`src/rtl/ins_cache_if.sv`:
```
// Fetch and DDR read-burst bundle for the instruction-cache controller.
// The slave modport is the controller's view; the master modport is the requester/DDR side.
interface ins_cache_if #(
  parameter int ADDR_WIDTH_MEM = 16,
  parameter int DDR_ADDR_WIDTH = 28,
  parameter int ISA_WIDTH      = 30
);
  logic                      ins_req;
  logic [ADDR_WIDTH_MEM-1:0] addr_ins;
  logic                      ins_valid;
  logic [ISA_WIDTH-1:0]      ins_out;
  logic                      ins_err;
  logic                      rd_burst_req;
  logic [DDR_ADDR_WIDTH-1:0] rd_burst_addr;
  logic [9:0]                rd_burst_len;
  logic                      rd_burst_data_valid;
  logic [ISA_WIDTH-1:0]      rd_burst_data;

  modport slave (
    input  ins_req, addr_ins, rd_burst_data_valid, rd_burst_data,
    output ins_valid, ins_out, ins_err, rd_burst_req, rd_burst_addr, rd_burst_len
  );

  modport master (
    output ins_req, addr_ins, rd_burst_data_valid, rd_burst_data,
    input  ins_valid, ins_out, ins_err, rd_burst_req, rd_burst_addr, rd_burst_len
  );
endinterface

```
`src/rtl/ins_cache_ctrl.sv`:
```
// Instruction-cache controller: serves fetches from a local window, refilling it with one DDR burst on a miss.
// Optional hit/miss counters are enabled by defining ICACHE_PERF_CNT_EN.
module ins_cache_ctrl #(
  parameter int ISA_DEPTH       = 128,
  parameter int TOTAL_ISA_DEPTH = 128,
  parameter int DDR_ADDR_WIDTH  = 28,
  parameter int ADDR_WIDTH_MEM  = 16,
  parameter int ISA_WIDTH       = 30
) (
  input  logic        clk,
  input  logic        rst,
  ins_cache_if.slave  bus,
  output logic [15:0] tag_ins,
  output logic [9:0]  load_times,
  output logic        busy
`ifdef ICACHE_PERF_CNT_EN
  ,
  output logic [31:0] hit_cnt,
  output logic [31:0] miss_cnt
`endif
);

  localparam int IDX_W = (ISA_DEPTH > 1) ? $clog2(ISA_DEPTH) : 1;

  typedef enum logic [2:0] {
    IDLE     = 3'd0,
    HIT_OUT  = 3'd1,
    MISS_REQ = 3'd2,
    FILL     = 3'd3,
    ERR_OUT  = 3'd4
  } state_e;

  state_e                    state_q, state_d;
  logic                      cache_valid_q, cache_valid_d;
  logic [9:0]                valid_len_q, valid_len_d;
  logic [9:0]                rd_cnt_q, rd_cnt_d;
  logic [9:0]                len_q, len_d;
  logic [15:0]               req_addr_q, req_addr_d;
  logic [IDX_W-1:0]          idx_q, idx_d;
  logic [15:0]               tag_q, tag_d;
  logic [9:0]                load_q, load_d;
  logic                      ins_valid_q, ins_valid_d;
  logic                      ins_err_q, ins_err_d;
  logic [ISA_WIDTH-1:0]      ins_out_q, ins_out_d;
  logic                      burst_req_q, burst_req_d;
  logic [DDR_ADDR_WIDTH-1:0] burst_addr_q, burst_addr_d;
  logic [9:0]                burst_len_q, burst_len_d;
  logic                      busy_q, busy_d;

  logic [ISA_WIDTH-1:0]      isa_mem [ISA_DEPTH];
  logic                      mem_we_s;
  logic [IDX_W-1:0]          mem_wa_s;
  logic [ISA_WIDTH-1:0]      mem_wd_s;

  logic [16:0]               addr17_s;
  logic [16:0]               rem_s;
  logic [9:0]                len_calc_s;
  logic                      oob_s;
  logic                      hit_s;
  logic [9:0]                cnt_next_s;

  // Window arithmetic, all compared at 17 bits so tag + length cannot wrap.
  always_comb begin
    addr17_s   = 17'(bus.addr_ins);
    oob_s      = (addr17_s >= 17'(TOTAL_ISA_DEPTH));
    rem_s      = 17'(TOTAL_ISA_DEPTH) - addr17_s;
    len_calc_s = (rem_s > 17'(ISA_DEPTH)) ? 10'(ISA_DEPTH) : rem_s[9:0];
    hit_s      = cache_valid_q && (addr17_s >= {1'b0, tag_q}) &&
                 (addr17_s < ({1'b0, tag_q} + 17'(valid_len_q)));
  end

  // Next-state and output decode.
  always_comb begin
    state_d       = state_q;
    cache_valid_d = cache_valid_q;
    valid_len_d   = valid_len_q;
    rd_cnt_d      = rd_cnt_q;
    len_d         = len_q;
    req_addr_d    = req_addr_q;
    idx_d         = idx_q;
    tag_d         = tag_q;
    load_d        = load_q;
    burst_req_d   = burst_req_q;
    burst_addr_d  = burst_addr_q;
    burst_len_d   = burst_len_q;
    ins_valid_d   = 1'b0;
    ins_err_d     = 1'b0;
    ins_out_d     = {ISA_WIDTH{1'b0}};
    mem_we_s      = 1'b0;
    mem_wa_s      = rd_cnt_q[IDX_W-1:0];
    mem_wd_s      = bus.rd_burst_data;
    cnt_next_s    = rd_cnt_q + 10'd1;

    case (state_q)
      IDLE: begin
        if (bus.ins_req) begin
          if (oob_s) begin
            state_d = ERR_OUT;
          end else if (hit_s) begin
            state_d = HIT_OUT;
            idx_d   = IDX_W'(addr17_s - {1'b0, tag_q});
          end else begin
            state_d       = MISS_REQ;
            len_d         = len_calc_s;
            req_addr_d    = 16'(bus.addr_ins);
            rd_cnt_d      = 10'd0;
            cache_valid_d = 1'b0;
            burst_req_d   = 1'b1;
            burst_addr_d  = DDR_ADDR_WIDTH'(bus.addr_ins) << 3;
            burst_len_d   = len_calc_s;
          end
        end else begin
          state_d = IDLE;
        end
      end
      HIT_OUT: begin
        ins_valid_d = 1'b1;
        ins_out_d   = isa_mem[idx_q];
        state_d     = IDLE;
      end
      ERR_OUT: begin
        ins_valid_d = 1'b1;
        ins_err_d   = 1'b1;
        state_d     = IDLE;
      end
      MISS_REQ, FILL: begin
        if (bus.rd_burst_data_valid) begin
          mem_we_s    = 1'b1;
          burst_req_d = 1'b0;
          // The requested word sits at the window base, so the reply reads index 0.
          if (cnt_next_s == len_q) begin
            tag_d         = req_addr_q;
            valid_len_d   = len_q;
            cache_valid_d = 1'b1;
            load_d        = (load_q == 10'd1023) ? load_q : (load_q + 10'd1);
            rd_cnt_d      = 10'd0;
            idx_d         = {IDX_W{1'b0}};
            state_d       = HIT_OUT;
          end else begin
            rd_cnt_d = cnt_next_s;
            state_d  = FILL;
          end
        end else begin
          state_d = state_q;
        end
      end
      default: begin
        state_d = IDLE;
      end
    endcase

    busy_d = (state_d != IDLE);
  end

  // Control and output registers.
  always_ff @(posedge clk or negedge rst) begin
    if (!rst) begin
      state_q       <= IDLE;
      cache_valid_q <= 1'b0;
      valid_len_q   <= 10'd0;
      rd_cnt_q      <= 10'd0;
      len_q         <= 10'd0;
      req_addr_q    <= 16'd0;
      idx_q         <= {IDX_W{1'b0}};
      tag_q         <= 16'd0;
      load_q        <= 10'd0;
      ins_valid_q   <= 1'b0;
      ins_err_q     <= 1'b0;
      ins_out_q     <= {ISA_WIDTH{1'b0}};
      burst_req_q   <= 1'b0;
      burst_addr_q  <= {DDR_ADDR_WIDTH{1'b0}};
      burst_len_q   <= 10'd0;
      busy_q        <= 1'b0;
    end else begin
      state_q       <= state_d;
      cache_valid_q <= cache_valid_d;
      valid_len_q   <= valid_len_d;
      rd_cnt_q      <= rd_cnt_d;
      len_q         <= len_d;
      req_addr_q    <= req_addr_d;
      idx_q         <= idx_d;
      tag_q         <= tag_d;
      load_q        <= load_d;
      ins_valid_q   <= ins_valid_d;
      ins_err_q     <= ins_err_d;
      ins_out_q     <= ins_out_d;
      burst_req_q   <= burst_req_d;
      burst_addr_q  <= burst_addr_d;
      burst_len_q   <= burst_len_d;
      busy_q        <= busy_d;
    end
  end

  // Window storage; contents are meaningless until a fill completes.
  always_ff @(posedge clk) begin
    if (mem_we_s) begin
      isa_mem[mem_wa_s] <= mem_wd_s;
    end
  end

`ifdef ICACHE_PERF_CNT_EN
  logic [31:0] hit_cnt_q, hit_cnt_d;
  logic [31:0] miss_cnt_q, miss_cnt_d;

  // Saturating counters of fetches leaving IDLE as a hit or a miss.
  always_comb begin
    hit_cnt_d  = hit_cnt_q;
    miss_cnt_d = miss_cnt_q;
    if ((state_q == IDLE) && (state_d == HIT_OUT) && (hit_cnt_q != 32'hFFFF_FFFF)) begin
      hit_cnt_d = hit_cnt_q + 32'd1;
    end else begin
      hit_cnt_d = hit_cnt_q;
    end
    if ((state_q == IDLE) && (state_d == MISS_REQ) && (miss_cnt_q != 32'hFFFF_FFFF)) begin
      miss_cnt_d = miss_cnt_q + 32'd1;
    end else begin
      miss_cnt_d = miss_cnt_q;
    end
  end

  // Counter registers.
  always_ff @(posedge clk or negedge rst) begin
    if (!rst) begin
      hit_cnt_q  <= 32'd0;
      miss_cnt_q <= 32'd0;
    end else begin
      hit_cnt_q  <= hit_cnt_d;
      miss_cnt_q <= miss_cnt_d;
    end
  end

  assign hit_cnt  = hit_cnt_q;
  assign miss_cnt = miss_cnt_q;
`endif

  assign bus.ins_valid     = ins_valid_q;
  assign bus.ins_out       = ins_out_q;
  assign bus.ins_err       = ins_err_q;
  assign bus.rd_burst_req  = burst_req_q;
  assign bus.rd_burst_addr = burst_addr_q;
  assign bus.rd_burst_len  = burst_len_q;
  assign tag_ins           = tag_q;
  assign load_times        = load_q;
  assign busy              = busy_q;

endmodule

```
`src/flat_wrapper.sv`:
```
// flat-port wrapper written by rule: the top's interface ports become plain ports
module ins_cache_ctrl_flat 
#(
  parameter int ISA_DEPTH       = 128,
  parameter int TOTAL_ISA_DEPTH = 128,
  parameter int DDR_ADDR_WIDTH  = 28,
  parameter int ADDR_WIDTH_MEM  = 16,
  parameter int ISA_WIDTH       = 30
)
  (clk, rst, tag_ins, load_times, busy, bus_ins_req, bus_addr_ins, bus_rd_burst_data_valid, bus_rd_burst_data, bus_ins_valid, bus_ins_out, bus_ins_err, bus_rd_burst_req, bus_rd_burst_addr, bus_rd_burst_len);
  ins_cache_if #(.ADDR_WIDTH_MEM(ADDR_WIDTH_MEM), .DDR_ADDR_WIDTH(DDR_ADDR_WIDTH), .ISA_WIDTH(ISA_WIDTH)) bus_i ();
  input  logic clk;
  input  logic rst;
  output logic [15:0] tag_ins;
  output logic [9:0] load_times;
  output logic busy;
  input wire logic [$bits(bus_i.ins_req)-1:0] bus_ins_req;
  input wire logic [$bits(bus_i.addr_ins)-1:0] bus_addr_ins;
  input wire logic [$bits(bus_i.rd_burst_data_valid)-1:0] bus_rd_burst_data_valid;
  input wire logic [$bits(bus_i.rd_burst_data)-1:0] bus_rd_burst_data;
  output wire logic [$bits(bus_i.ins_valid)-1:0] bus_ins_valid;
  output wire logic [$bits(bus_i.ins_out)-1:0] bus_ins_out;
  output wire logic [$bits(bus_i.ins_err)-1:0] bus_ins_err;
  output wire logic [$bits(bus_i.rd_burst_req)-1:0] bus_rd_burst_req;
  output wire logic [$bits(bus_i.rd_burst_addr)-1:0] bus_rd_burst_addr;
  output wire logic [$bits(bus_i.rd_burst_len)-1:0] bus_rd_burst_len;
  assign bus_i.ins_req = bus_ins_req;
  assign bus_i.addr_ins = bus_addr_ins;
  assign bus_i.rd_burst_data_valid = bus_rd_burst_data_valid;
  assign bus_i.rd_burst_data = bus_rd_burst_data;
  assign bus_ins_valid = bus_i.ins_valid;
  assign bus_ins_out = bus_i.ins_out;
  assign bus_ins_err = bus_i.ins_err;
  assign bus_rd_burst_req = bus_i.rd_burst_req;
  assign bus_rd_burst_addr = bus_i.rd_burst_addr;
  assign bus_rd_burst_len = bus_i.rd_burst_len;
  ins_cache_ctrl #(.ISA_DEPTH(ISA_DEPTH), .TOTAL_ISA_DEPTH(TOTAL_ISA_DEPTH), .DDR_ADDR_WIDTH(DDR_ADDR_WIDTH), .ADDR_WIDTH_MEM(ADDR_WIDTH_MEM), .ISA_WIDTH(ISA_WIDTH)) u_core (.clk(clk), .rst(rst), .bus(bus_i), .tag_ins(tag_ins), .load_times(load_times), .busy(busy));
endmodule
```
`config.mk`:
```
export PLATFORM = sky130hd
export DESIGN_NAME = ins_cache_ctrl_flat
export DESIGN_NICKNAME = d
export VERILOG_FILES = /design/src/rtl/ins_cache_if.sv /design/src/rtl/ins_cache_ctrl.sv /design/src/flat_wrapper.sv
export SDC_FILE = /design/constraint.sdc
export NUM_CORES = 2
export LEC_CHECK = 0
export CORE_UTILIZATION = 55
export DETAILED_ROUTE_END_ITERATION = 10
export GPL_TIMING_DRIVEN = 0
export PLACE_DENSITY = 0.73
export SETUP_SLACK_MARGIN = 0.3
export SLEW_MARGIN = 5
export SYNTH_ARGS = -nofsm -noshare
export SYNTH_HDL_FRONTEND = slang
export SYNTH_SLANG_ARGS = --single-unit
export TNS_END_PERCENT = 10
```
`constraint.sdc`:
```
create_clock -name clk -period 7.08 [get_ports clk]
set_clock_uncertainty 0.1 [all_clocks]
set_input_delay 1.062 -clock clk [delete_from_list [all_inputs] [get_ports clk]]
set_output_delay 1.062 -clock clk [all_outputs]
set_load 0.01 [all_outputs]
```
==> flow_summary.json <==
{
  "ys_ff_latch": 3957,
  "crit_required_ns": 7.81,
  "tns_ns": 0,
  "synth.most_common_cell": "edfxtp_1",
  "violations": "capacitance limit, slew limit",
  "hp-class": "in -> reg",
  "ys_types": 71,
  "cts.repair.resized": 0,
  "track_usage_pct": 30.6,
  "fp-row-count": 192,
  "critPathBufInv": 4,
  "cpMostUsedCell": "clkbuf_1",
  "worst_setup_path_end_kind": "register",
  "cts_buffers": 386,
  "grt_pass1_wl_um": 585000,
  "synthAdderAreaFrac_pct": 0.396,
  "cts_num_sinks": 3957,
  "cp_cell_sequence": "clkbuf_1 -> buf_2 -> clkbuf_1 -> clkbuf_1 -> mux4_2 -> mux4_2 -> mux2i_1 -> o22ai_1 -> or2_1",
  "place_inst": 10300,
  "synth_cells": 6318,
  "ctsHtreeMaxLevel": 5,
  "synthXorXnorAreaFrac_pct": 0.247,
  "worstMarginPinSlew_ns": 1.60,
  "fill_cells": 17000,
  "die_area_sq_um": 279000,
  "finalSetupViolations": 0,
  "grt_max_degree": 97,
  "core-area_sq_um": 275000,
  "drv_cap": 2,
  "synthMuxAreaShare_pct": 18.7,
  "regToRegEndpoint": "u_core.bus.ins_out[6]",
  "status": "finished, violations left",
  "finalNonFillerCells": 11000,
  "post_drt_via_cell_ratio": 6.83,
  "route.detailed.drc": 0,
  "die_w_um": 528,
  "crit_fanout": 10,
  "dp_hpwl_um": 272000,
  "max_stage_delay_ns": 0.96,
  "synth_top_family_by_area": "multiplexers",
  "post-route-util_pct": 64.1,
  "fin_nets": 7125,
  "gp_congestion": 1.01,
  "reg2reg_slack_ns": 0.78,
  "synth_compound_area_share_pct": 0.788,
  "cts_tree": "built",
  "wl_per_cell_um": 38.5,
  "hold_viol": 0,
  "yosysWarnings": 0,
  "synth-edff-count": 3840,
  "gr-total-overflow": 0,
  "io_pins": 148,
  "critPathTopFamily": "buffers and inverters",
  "min_period_over_period_pct": 89.0,
  "hold_end": "u_core.isa_mem[41][14]",
  "cp.arrival_ns": 7.03,
  "cp_slowest_cell": "clkbuf_1",
  "seqCellArea_sq_um": 118000,
  "finalInstanceArea_sq_um": 176000,
  "crit_path_start_kind": "register",
  "cts_max_path_buffers": 4,
  "die_h_um": 528,
  "antenna_found_initial": 40,
  "insertion_delay_ns": 0.95,
  "clkTransAtPathRegs_ns": 0.07,
  "port_buffers": 135,
  "drive_gt1_share_pct": 30.6,
  "first_global_vias": 75100,
  "reg2reg_depth": 9,
  "r2r-start": "u_core.idx_q[1]",
  "area_growth_pct": 15.5,
  "rsz0062_at_grt": "false",
  "drtAntennaViolNets": 0,
  "hold_depth": 1,
  "slew_headroom_pct": -6.89,
  "cts_setup_buffers": 0,
  "ys_seq_area_share_pct": 77.6,
  "total_power_mw": 48.7,
  "synth_area_leaders": "edfxtp_1 (76%), mux4_2 (18%), dfrtp_1 (1.9%), mux2i_1 (0.82%), clkbuf_1 (0.45%)",
  "synth_common_cells": "edfxtp_1 (3840), mux4_2 (1200), clkbuf_1 (182), nor2_1 (153), mux2i_1 (125)",
  "power_density_nw_per_um2": 277,
  "root_buffer": "clkbuf_16",
  "fmax_mhz": 159,
  "post-route-min-period_ns": 6.30,
  "dr.first_iter.drc_count": 12500,
  "placed_cell_area_sq_um": 163000,
  "maxSlewViolCount": 16,
  "avgSynthCellArea_sq_um": 24.1,
  "vdd_ir_drop_max_v": 0.000220,
  "multi_input_area_sq_um": 33400,
  "ys_async_sr_fraction_pct": 2.96,
  "path_class": "reg -> reg",
  "drt_first_pass_iters": 6,
  "power.leakage_nw": 53.5,
  "yosysTopAreaCellShare_pct": 75.7,
  "wirelength_um": 425000,
  "netlist_area_sq_um": 152000,
  "synth_top_flop_cell": "edfxtp_1",
  "synth_area_leader_cell": "edfxtp_1",
  "initial_core_util_pct": 55.5,
  "hold_start": "bus_rd_burst_data[14]",
  "vias": 75400,
  "yosys.area_share.simple_pct": 1.12
}
worst register-to-register path, cell delays in order (launching register included):
cell and delay, ns:
dfrtp_1 0.40, clkbuf_1 0.60, buf_2 0.55, clkbuf_1 0.97
clkbuf_1 0.96, mux4_2 0.46, mux4_2 0.55, mux2i_1 0.85
o22ai_1 0.36, or2_1 0.39
where the power goes:
part / switching (mW) / total (mW) / internal (mW)
registers: 0.110 / 26.2 / 26.1
logic: 1.44 / 1.88 / 0.433
clock network: 8.95 / 20.6 / 11.7
total: 10.5 / 48.7 / 38.2
sequential cells by signal, indices dropped and copies added (netlist names):
name	cells
u_core.state_q	3
u_core.cache_valid_q	1
u_core.len_q	10
u_core.req_addr_q	16
u_core.valid_len_q	10
u_core.bus.ins_valid	1
u_core.tag_ins	16
u_core.idx_q	7
u_core.load_times	10
u_core.busy	1
u_core.bus.rd_burst_req	1
u_core.rd_cnt_q	10
u_core.isa_mem	3840
u_core.bus.ins_out	30
u_core.bus.ins_err	1
metal layers:
layer | GRT usage [%] | vias to the layer above | routed length [um] | share of wire (%)
met5 | 0 | - | 257 | 0.061
met4 | 14.0 | 20 | 23300 | 5.5
met3 | 8.33 | 1026 | 53900 | 13
met2 | 47.9 | 5932 | 200000 | 47
met1 | 40.6 | 39800 | 147000 | 35
li1 | - | 28600 | - | -
kinds of logic (layout without fill, tap and decap cells):
logic type | Yosys count | count (layout)
DFF | 3957 | 3957
muxes | 1349 | 1349
buffers and inverters | 379 | 1386
and+or+nand+nor | 359 | 359
AOI/OAI and AO/OA | 183 | 183
adders and majority gates | 47 | 47
xor gates and xnor gates | 43 | 43
other | 1 | 30
final cells by class:
type                       count  area share [%]
multi-input combinational   1993            19.0
antenna                       18          0.0256
timing repair buffer         311            3.00
inverter                      41          0.0875
tap                         3686            2.62
sequential                  3957            67.2
buffer                       338           0.881
clock buffer                 469            5.73
clock inverter               227            1.44
worst max-delay path by stage:
stage	start	endpoint	slack, ns	cells past startpoint
after floorplan	bus_rd_burst_data_valid	u_core.isa_mem[126][0]	1.84	5
after detailed placement	u_core.idx_q[1]	u_core.bus.ins_out[6]	1.13	9
final	u_core.idx_q[1]	u_core.bus.ins_out[6]	0.78	9
after global placement	bus_rd_burst_data_valid	u_core.isa_mem[121][28]	-3.02	6
after global routing	u_core.idx_q[1]	u_core.bus.ins_out[6]	1.21	9
after CTS	u_core.idx_q[1]	u_core.bus.ins_out[6]	1.04	9
placed cells by master, fill, tap and decap left out, drive strengths merged, types with 19 or more instances in the layout:
master         count
a21oi             30
buf              360
bufinv            41
clkbuf           653
clkdlybuf4s50    104
clkinv           169
dfrtp            117
edfxtp          3840
ha                45
inv               50
mux2              24
mux2i            125
mux4            1200
nand2             59
nand3             26
nor2             153
o21ai             40
o22ai             61
or2               33
xnor2             24
xor2              19
through the flow:
| step | worst slack [ns] | hold WS (ns) |
|---|---|---|
| 6_report | 0.781 | 0.387 |
| 4_1_cts | 1.04 | 0.362 |
| 5_1_grt | 1.21 | 0.370 |
| 3_3_place_gp | -3.02 | 0.373 |
| 3_5_place_dp | 1.13 | 0.390 |
| 2_1_floorplan | 1.84 | 0.356 |
what timing repair did:
action,CTS,global route
endpoints found under the setup margin,0,0
hold endpoints to repair,47,0
hold buffers,1,0
Power figures use the tool's default switching activity.
